**config.mk**
```make
export PLATFORM = sky130hd
export DESIGN_NAME = pwm_dac
export DESIGN_NICKNAME = d
export VERILOG_FILES = /design/src/rtl/pwm_pkg.sv /design/src/rtl/pwm_counter.sv /design/src/rtl/pwm_dac.sv
export SDC_FILE = /design/constraint.sdc
export NUM_CORES = 1
export LEC_CHECK = 0
export ABC_AREA = 0
export BUFFER_PORTS_ARGS = -buffer_cell sky130_fd_sc_hd__buf_2
export CAP_MARGIN = 40
export CORE_AREA = 2 2 39 41
export CTS_BUF_LIST = sky130_fd_sc_hd__clkbuf_8
export DETAILED_ROUTE_END_ITERATION = 10
export DIE_AREA = 0 0 41 43
export GPL_TIMING_DRIVEN = 0
export HOLD_SLACK_MARGIN = 0.15
export PLACE_DENSITY = 0.63
export SKIP_LAST_GASP = 1
export SLEW_MARGIN = 25
export SYNTH_ARGS = -nofsm -noshare
export SYNTH_HDL_FRONTEND = slang
export SYNTH_SLANG_ARGS = --single-unit
```
**constraint.sdc**
```tcl
create_clock -name clk -period 1.3 [get_ports clk]
set_input_delay 0 -clock clk [delete_from_list [all_inputs] [get_ports clk]]
set_output_delay 0 -clock clk [all_outputs]
set_load 0.01 [all_outputs]
```
**src/rtl/pwm_pkg.sv**
```systemverilog
// pwm_pkg: shared constants and types for the PWM DAC output stage.
//   PWM_WIDTH    - sample / counter width in bits
//   PWM_PERIOD   - PWM period in clock cycles (counter runs 0..PWM_PERIOD-1)
//   pwm_sample_t - unsigned duty / sample type
package pwm_pkg;

    localparam int PWM_WIDTH  = 8;
    localparam int PWM_PERIOD = 255;

    typedef logic [PWM_WIDTH-1:0] pwm_sample_t;

endpackage

```
**src/rtl/pwm_counter.sv**
```systemverilog
// pwm_counter: free-running period counter for the PWM DAC.
//   clk   in  system clock, rising edge
//   rst   in  synchronous reset, active-high
//   en    in  count enable; a disabled edge clears the counter
//   count out current count, 0..PERIOD-1
//   wrap  out high while count == PERIOD-1 (last cycle of the period)
module pwm_counter
    import pwm_pkg::*;
#(
    parameter int WIDTH  = PWM_WIDTH,
    parameter int PERIOD = PWM_PERIOD
) (
    input  logic             clk,
    input  logic             rst,
    input  logic             en,
    output logic [WIDTH-1:0] count,
    output logic             wrap
);

    localparam logic [WIDTH-1:0] LAST = WIDTH'(PERIOD - 1);

    logic [WIDTH-1:0] count_q;
    logic [WIDTH-1:0] count_d;

    // Disabling parks the counter at 0 so re-enable always starts a fresh
    // period; the wrap goes straight from LAST to 0 without an idle cycle.
    always_comb begin
        count_d = count_q;
        if (!en || (count_q == LAST)) begin
            count_d = '0;
        end else begin
            count_d = count_q + 1'b1;
        end
    end

    always_ff @(posedge clk) begin
        if (rst) begin
            count_q <= '0;
        end else begin
            count_q <= count_d;
        end
    end

    assign count = count_q;
    assign wrap  = (count_q == LAST);

endmodule

```
**src/rtl/pwm_dac.sv**
```systemverilog
// pwm_dac: converts an unsigned sample into a registered single-bit PWM
// output. PWM_o is high for exactly `duty` edges out of every PERIOD.
//   clk          in  system clock, rising edge
//   rst          in  synchronous reset, active-high (priority over en)
//   en           in  PWM enable; a disabled edge forces PWM_o low and
//                    restarts the period on re-enable
//   mixed_sample in  unsigned duty value (0 = 0%, PERIOD = 100%)
//   PWM_o        out registered PWM output
// Build option PWM_SAMPLE_LATCH_EN: latch the duty at period boundaries
// (and on the first enabled edge) for glitch-free duty updates. Without it
// the compare uses the live mixed_sample every cycle.
module pwm_dac
    import pwm_pkg::*;
#(
    parameter int WIDTH  = PWM_WIDTH,
    parameter int PERIOD = PWM_PERIOD
) (
    input  logic             clk,
    input  logic             rst,
    input  logic             en,
    input  logic [WIDTH-1:0] mixed_sample,
    output logic             PWM_o
);

    logic [WIDTH-1:0] count;
    logic             wrap;
    logic [WIDTH-1:0] duty_cmp;
    logic             pwm_q;
    logic             pwm_d;

    pwm_counter #(
        .WIDTH  (WIDTH),
        .PERIOD (PERIOD)
    ) u_counter (
        .clk   (clk),
        .rst   (rst),
        .en    (en),
        .count (count),
        .wrap  (wrap)
    );

`ifdef PWM_SAMPLE_LATCH_EN
    logic [WIDTH-1:0] duty_q;
    logic [WIDTH-1:0] duty_d;
    logic             running_q;
    logic             running_d;
    logic             load;

    // Load on the first enabled edge after reset/disable and on the last
    // edge of each period. The loading edge compares against the incoming
    // sample so first-edge latency matches the unlatched build.
    always_comb begin
        load      = en && (!running_q || wrap);
        duty_d    = duty_q;
        running_d = en;
        duty_cmp  = duty_q;
        if (load) begin
            duty_d   = mixed_sample;
            duty_cmp = mixed_sample;
        end
    end

    always_ff @(posedge clk) begin
        if (rst) begin
            duty_q    <= '0;
            running_q <= 1'b0;
        end else begin
            duty_q    <= duty_d;
            running_q <= running_d;
        end
    end
`else
    logic unused_wrap;

    assign unused_wrap = wrap;

    always_comb begin
        duty_cmp = mixed_sample;
    end
`endif

    // Output reflects the count value from before the edge.
    always_comb begin
        pwm_d = 1'b0;
        if (en) begin
            pwm_d = (count < duty_cmp);
        end
    end

    always_ff @(posedge clk) begin
        if (rst) begin
            pwm_q <= 1'b0;
        end else begin
            pwm_q <= pwm_d;
        end
    end

    assign PWM_o = pwm_q;

endmodule

```
==> impl_metrics.py, run 1 <==
metrics = {
    "logic_synthesis": {
        "synth_warnings": 0,
        "sequential_element_share_of_the_synthesized_area_pct": 32.0,
        "postSynthAreaPerCell_um2": 8.40,
        "syn-instance-count": 67,
        "post_synth_instance_area_um2": 563,
        "synth_fp_nets": 87,
        "post_synth_num_cell_types": 22,
        "ys_seq_elements": 9,
    },
    "setup_path": {
        "timing.critical_path.arrival_ns": 1.45,
        "capture_point_of_the_worst_reg_to_reg_path": "u_counter.count[6]$_SDFF_PP0_",
        "peak_per_stage_delay_on_the_critical_path_ns": 0.45,
        "cp_cell_sequence": "nand4_1 -> or3b_1 -> a21oi_1",
        "ff2ff_path_depth": 3,
        "cp.required_ns": 1.47,
        "setup.worst_path.start_class": "flop",
        "worst-path-max-fanout": 7,
        "critical_path.slowest_cell": "sky130_fd_sc_hd__dfxtp_1",
        "cpLargestDelayFamily": "simple AND/OR/NAND/NOR gates",
        "setup.reg_to_reg.worst_slack_ns": 0.02,
        "r2r-start": "u_counter.count[3]$_SDFF_PP0_",
        "worst_setup_path_startpoint": "u_counter.count[3]$_SDFF_PP0_",
        "crit_type": "reg -> reg",
        "critPathCaptureType": "flop",
        "critical_path.n_buffers_inverters": 0,
    },
    "worst_hold_path": {
        "min_path_cells": 4,
        "hp-class": "in -> reg",
        "holdCritStartpoint": "mixed_sample[0]",
        "hold-path-endpoint": "PWM_o$_SDFF_PP0_",
    },
    "layout": {
        "number_of_nets_in_the_final_layout": 105,
        "flow.area_growth_from_synthesis_pct": 27.3,
        "antenna-diode-count": 0,
        "drive_gt1_share_pct": 19.0,
    },
    "floorplanning": {
        "floorplan.die.height_um": 43,
        "die_width_um": 41,
        "number_of_rows_created_at_floorplan": 14,
        "dieArea_um2": 1760,
        "design.core.area_um2": 1380,
        "initial_utilization_pct": 40.7,
        "floorplan.io_pins": 12,
    },
    "drt": {
        "route.antenna.remaining_nets": 0,
        "route.detailed.drc": 0,
        "finalWirelength_um": 1120,
        "detailedRoute.firstIterationViolations": 6,
        "detailroute.via_count": 518,
        "viasPerCell": 5.18,
        "dr.pass1.iters": 4,
        "routedWlPerCell_um": 11.2,
    },
    "power_and_ir_drop": {
        "power.net_switching_w": 0.000147,
        "clkPwrFrac_pct": 48.1,
        "leakagePower_nw": 0.332,
        "total_power_w": 0.000669,
        "seq_power_share_pct": 42.8,
        "power.density_cell_area_nw_per_um2": 933,
        "p_int_w": 0.000522,
        "share_of_total_power_consumed_by_net_switching_pct": 21.9,
        "power.ir.vdd_worst_uv": 521,
        "pwr-share-comb_pct": 9.1,
    },
    "sta": {
        "clock.fmax_mhz": 779,
        "final_max_slew_viol_count": 0,
        "setup-violations-final": 0,
        "period_share_pct": 98.7,
        "finalCriticalPeriod_ns": 1.28,
        "fin_worst_skew_ns": 0.00381,
        "timing.final.hold_violations": 0,
        "grt_setup_unrepaired": "yes",
        "worst-slew-pin-transition_ns": 0.346,
        "setup-tns-final_ns": 0,
        "max_slew_margin_pct": 76.9,
    },
    "clock_tree": {
        "number_of_buffers_created_by_cts": 3,
        "cts.root.buffer_cell": "sky130_fd_sc_hd__clkbuf_8",
        "worst_skew_pair.late_latency_ns": 0.23,
        "tritoncts": "built",
        "htree_levels": 1,
        "clk_path_buf_depth": 2,
        "clkSinkCount": 9,
        "cts_post_setup_buffers_inserted": 0,
        "path_clk_slew_ns": 0.05,
    },
    "placement": {
        "gp_congestion": 0.728,
        "hpwl_um": 839,
        "port_buffers": 11,
    },
    "global_route": {
        "grt.total_usage_pct": 16.0,
        "number_of_global_route_vias_before_repair": 453,
        "grt.overflow.total": 0,
        "grt_pass1_wl_um": 1820,
        "grt_max_degree": 9,
        "antenna_found_initial": 0,
    },
    "run_status": {
        "status": "finished clean",
    },
    "run": {
        "drv_cap": 0,
    },
}
-- cell type report --
class                   instances  area (um^2)
clock buffers                   3         41.3
clock inverters                 1         3.75
well taps                      16         20.0
repair buffers                 13         75.1
inverters                       8         30.0
flip-flops and latches          9          181
multi-input cells              50          365
fillers                       136          667
-- how the worst max path moves through the flow --
stage	end	cells after the start
after detailed placement	u_counter.count[3]$_SDFF_PP0_	4
after floorplan	u_counter.count[3]$_SDFF_PP0_	4
final	u_counter.count[6]$_SDFF_PP0_	3
after CTS	u_counter.count[3]$_SDFF_PP0_	4
after global routing	u_counter.count[6]$_SDFF_PP0_	3
after global placement	u_counter.count[3]$_SDFF_PP0_	4
-- placed cells by master, fill, tap and decap left out, types with 2 or more instances in the layout --
cell type	instances
sky130_fd_sc_hd__dlygate4sd3_1	2
sky130_fd_sc_hd__nand4_1	4
sky130_fd_sc_hd__a31oi_1	2
sky130_fd_sc_hd__a21oi_1	6
sky130_fd_sc_hd__nand3_1	4
sky130_fd_sc_hd__inv_1	9
sky130_fd_sc_hd__ha_1	9
sky130_fd_sc_hd__buf_2	11
sky130_fd_sc_hd__dfxtp_1	8
sky130_fd_sc_hd__o21ai_0	3
sky130_fd_sc_hd__nor2b_1	2
sky130_fd_sc_hd__clkbuf_8	3
sky130_fd_sc_hd__nor2_1	5
sky130_fd_sc_hd__nand2b_1	3
-- tightest hold or removal path, cell delays in order --
cell	delay, ns
sky130_fd_sc_hd__buf_2	0.09
sky130_fd_sc_hd__nand2b_1	0.06
sky130_fd_sc_hd__a2111oi_1	0.07
sky130_fd_sc_hd__o31a_1	0.27
-- power groups by stage --
stage                     combinational (W)  sequential [W]  clock, W
after floorplan                   0.0000300        0.000291         0
after global placement            0.0000517        0.000291         0
after detailed placement          0.0000540        0.000291         0
after CTS                         0.0000590        0.000286  0.000335
after global routing              0.0000715        0.000287  0.000344
final                             0.0000611        0.000286  0.000322
-- cell usage after synthesis (all sizes together) --
cell,count,area share (%)
dfxtp,9,32
o21ai,4,3.6
a31oi,2,2.2
nand2,1,0.67
o31a,1,1.6
inv,8,5.3
a2111oi,1,1.6
nand4,4,4.4
or3b,1,1.6
o211a,1,1.8
o21a,1,1.3
nand2b,3,3.3
xnor2,1,1.6
xor2,1,1.6
ha,9,20
nor2,5,3.3
or3,1,1.1
nor3,1,0.89
nand3,4,3.6
and3,1,1.1
a21oi,6,5.3
nor2b,2,2.2
-- metrics by stage --
| step | worst slack, ns | util (%) | instances | hold WS (ns) | instance area, um^2 |
|---|---|---|---|---|---|
| final | 0.0171 | 51.8 | 100 | 0.308 | 717 |
| after global routing | -0.0284 | 51.8 | 100 | 0.341 | 717 |
| after CTS | 0.00317 | 50.8 | 100 | 0.317 | 703 |
| after detailed placement | -0.175 | 46.1 | 94 | 0.318 | 638 |
| after global placement | -0.145 | 46.1 | 94 | 0.316 | 638 |
| after floorplan | 0.115 | - | 67 | 0.177 | 563 |
-- layer usage --
layer / vias up / share of wire [%] / track usage [%]
met4: 0 / 1.7 / 10.0
li1: 275 / - / -
met5: - / 0 / 0
met3: 4 / 4.2 / 4.71
met1: 227 / 46 / 17.8
met2: 12 / 48 / 25.0
-- logic make-up (layout without fill, tap and decap cells) --
family	after synthesis	in the layout	share of synthesized area, %
simple gates	23	23	22.2
xor+xnor	2	2	3.11
fa+ha+maj	9	9	20.0
buf+inv	8	25	5.33
compound gates	16	16	17.3
flops	9	9	32.0
-- what timing repair did --
action,4_1_cts,5_1_grt
gates resized for setup,1,4
hold buffers,2,0
hold endpoints to repair,3,0
endpoints found under the setup margin,5,6
-- sequential cells by signal (all words and copies together), names as in the netlist --
name / cells
u_counter.count: 8
PWM_o: 1
(Power assumes the default switching activity.)
==> run 2: changes to the inputs <==
--- a/config.mk
+++ b/config.mk
@@ -5,7 +5,7 @@
 export SDC_FILE = /design/constraint.sdc
 export NUM_CORES = 1
 export LEC_CHECK = 0
-export ABC_AREA = 0
+export ABC_AREA = 1
 export BUFFER_PORTS_ARGS = -buffer_cell sky130_fd_sc_hd__buf_2
 export CAP_MARGIN = 40
 export CORE_AREA = 2 2 39 41
@@ -14,9 +14,10 @@
 export DIE_AREA = 0 0 41 43
 export GPL_TIMING_DRIVEN = 0
 export HOLD_SLACK_MARGIN = 0.15
-export PLACE_DENSITY = 0.63
+export PLACE_DENSITY = 0.67
 export SKIP_LAST_GASP = 1
 export SLEW_MARGIN = 25
 export SYNTH_ARGS = -nofsm -noshare
 export SYNTH_HDL_FRONTEND = slang
+export SYNTH_HIERARCHICAL = 1
 export SYNTH_SLANG_ARGS = --single-unit
==> run 2 against run 1 <==
  * Clock power shrank 2%
  * Via count grew 4.4%
  * Die area is the same
  * Sequential power is essentially flat
  * Routed wire length shrank 5.2%
  * Sequential share of layout area shrank 0.86 points
  * Sequential cell count is the same
  * Maximum frequency grew 8.4%
  * Hold slack lost 0.14 ns
  * Utilization grew 1.4 points
==> impl_metrics.py, run 2 <==
metrics = {
    "sta": {
        "setup-violations-final": 0,
        "period_share_pct": 91.0,
        "max_slew_margin_pct": 84.5,
        "worst-slew-pin-transition_ns": 0.232,
        "clock.fmax_mhz": 845,
        "timing.final.hold_violations": 0,
        "final_max_slew_viol_count": 0,
        "grt_setup_unrepaired": "no",
        "setup-tns-final_ns": 0,
        "finalCriticalPeriod_ns": 1.18,
        "fin_worst_skew_ns": 0.00349,
    },
    "global_route": {
        "grt_max_degree": 9,
        "grt_pass1_wl_um": 1700,
        "antenna_found_initial": 0,
        "grt.overflow.total": 0,
        "grt.total_usage_pct": 14.8,
        "number_of_global_route_vias_before_repair": 464,
    },
    "setup_path": {
        "cp.required_ns": 1.47,
        "setup.worst_path.start_class": "flop",
        "timing.critical_path.arrival_ns": 1.35,
        "critical_path.slowest_cell": "sky130_fd_sc_hd__dfxtp_1",
        "capture_point_of_the_worst_reg_to_reg_path": "u_counter/count[4]$_SDFF_PP0_",
        "crit_type": "reg -> reg",
        "peak_per_stage_delay_on_the_critical_path_ns": 0.39,
        "ff2ff_path_depth": 4,
        "worst_setup_path_startpoint": "u_counter/count[1]$_SDFF_PP0_",
        "setup.reg_to_reg.worst_slack_ns": 0.12,
        "critical_path.n_buffers_inverters": 0,
        "worst-path-max-fanout": 5,
        "cp_cell_sequence": "ha_1 -> nand3_1 -> or2_0 -> a21oi_1",
        "r2r-start": "u_counter/count[1]$_SDFF_PP0_",
        "cpLargestDelayFamily": "flip-flops",
        "critPathCaptureType": "flop",
    },
    "clock_tree": {
        "clkSinkCount": 9,
        "cts.root.buffer_cell": "sky130_fd_sc_hd__clkbuf_8",
        "clk_path_buf_depth": 2,
        "worst_skew_pair.late_latency_ns": 0.23,
        "htree_levels": 1,
        "number_of_buffers_created_by_cts": 3,
        "tritoncts": "built",
        "path_clk_slew_ns": 0.05,
    },
    "logic_synthesis": {
        "postSynthAreaPerCell_um2": 7.14,
        "synth_fp_nets": 105,
        "syn-instance-count": 85,
        "post_synth_instance_area_um2": 607,
        "synth_warnings": 6,
    },
    "floorplanning": {
        "floorplan.io_pins": 12,
        "die_width_um": 41,
        "number_of_rows_created_at_floorplan": 14,
        "design.core.area_um2": 1380,
        "initial_utilization_pct": 43.9,
        "floorplan.die.height_um": 43,
        "dieArea_um2": 1760,
    },
    "layout": {
        "largest_register_ff_count": 8,
        "multi_input_area_um2": 367,
        "number_of_nets_in_the_final_layout": 122,
        "flow.area_growth_from_synthesis_pct": 21.4,
        "final_core_utilization_pct": 53.3,
        "final_cell_mix": "sky130_fd_sc_hd__nand2_1 (20), sky130_fd_sc_hd__inv_1 (17), sky130_fd_sc_hd__buf_2 (11)",
        "layout.area.seq_um2": 180,
        "nFillCells": 140,
        "antenna-diode-count": 0,
        "drive_gt1_share_pct": 20.8,
        "fin_area_um2": 737,
        "final_common_cell": "sky130_fd_sc_hd__nand2_1",
    },
    "run_status": {
        "status": "finished clean",
    },
    "worst_hold_path": {
        "hold-path-endpoint": "u_counter/count[6]$_SDFF_PP0_",
        "hp-class": "in -> reg",
        "min_path_cells": 5,
        "holdCritStartpoint": "en",
    },
    "drt": {
        "detailroute.via_count": 541,
        "route.antenna.remaining_nets": 0,
        "routedWlPerCell_um": 9.03,
        "finalWirelength_um": 1060,
        "viasPerCell": 4.62,
        "dr.pass1.iters": 5,
        "route.detailed.drc": 0,
        "detailedRoute.firstIterationViolations": 9,
    },
    "placement": {
        "port_buffers": 11,
        "gp_congestion": 0.741,
        "hpwl_um": 813,
        "placement.cell_area_um2": 682,
    },
    "run": {
        "drv_cap": 0,
    },
    "power_and_ir_drop": {
        "leakagePower_nw": 0.367,
        "power.ir.vdd_worst_uv": 546,
        "power.density_cell_area_nw_per_um2": 897,
    },
}
[run 2: cell count changes in the layout (fill, tap and decap cells not counted), moves of 2 or more]
cell,before,now
sky130_fd_sc_hd__nand2b_1,3,0
sky130_fd_sc_hd__o21ai_0,3,1
sky130_fd_sc_hd__nand4_1,4,0
sky130_fd_sc_hd__nor2b_1,2,0
sky130_fd_sc_hd__a31oi_1,2,0
sky130_fd_sc_hd__nand2_1,1,20
sky130_fd_sc_hd__a21oi_1,6,4
sky130_fd_sc_hd__nand2_2,0,2
sky130_fd_sc_hd__nor2_1,5,10
sky130_fd_sc_hd__inv_1,9,17
sky130_fd_sc_hd__a21oi_2,0,2
[run 2: worst register-to-register path, stage by stage (launching register included)]
cell and delay (ns):
sky130_fd_sc_hd__dfxtp_1 0.39, sky130_fd_sc_hd__ha_1 0.28, sky130_fd_sc_hd__nand3_1 0.13, sky130_fd_sc_hd__or2_0 0.22, sky130_fd_sc_hd__a21oi_1 0.11
[run 2: timing repair]
item / 4_1_cts / 5_1_grt
endpoints found under the hold margin: 9 / 0
hold buffers: 1 / 0
buffers inserted: 0 / 0
gates resized for setup: 0 / 0
[run 2: cell type report]
cell class | count | area share, %
timing repair buffer | 12 | 8.83
inverter | 16 | 8.15
multi-input combinational | 60 | 49.7
sequential | 9 | 24.4
clock buffer | 3 | 5.60
tap | 16 | 2.72
clock inverter | 1 | 0.509
[run 2: routing by layer]
metal | part of all wire (%) | up-vias | GRT usage [%]
met5 | 0 | - | 0
met4 | 2.1 | 0 | 10.0
met3 | 5.1 | 4 | 4.71
met2 | 49 | 12 | 23.1
met1 | 44 | 230 | 15.9
li1 | - | 295 | -
[run 2: how the worst max path moves through the flow]
stage | end | slack [ns] | cells after the start
finish | u_counter/count[4]$_SDFF_PP0_ | 0.12 | 4
global route | u_counter/count[4]$_SDFF_PP0_ | 0.03 | 4
CTS | u_counter/count[4]$_SDFF_PP0_ | 0.11 | 4
detailed placement | u_counter/count[4]$_SDFF_PP0_ | 0.12 | 4
global placement | u_counter/count[4]$_SDFF_PP0_ | 0.13 | 4
floorplan | u_counter/count[4]$_SDFF_PP0_ | 0.25 | 4
[run 2: per-stage QoR]
step           setup WS (ns)  std cells  total power [W]  hold WS [ns]
6_report               0.117        117         0.000661         0.172
5_1_grt               0.0315        117         0.000697         0.194
3_5_place_dp           0.123        112         0.000349         0.315
2_1_floorplan          0.252         85         0.000325         0.180
3_3_place_gp           0.135        112         0.000347         0.317
4_1_cts                0.113        117         0.000672         0.165
[run 2: power breakdown]
part / internal, W / switching (W) / total [W]
clock network: 0.000206 / 0.000110 / 0.000315
registers: 0.000282 / 0.00000396 / 0.000286
logic: 0.0000300 / 0.0000301 / 0.0000601
total: 0.000517 / 0.000144 / 0.000661
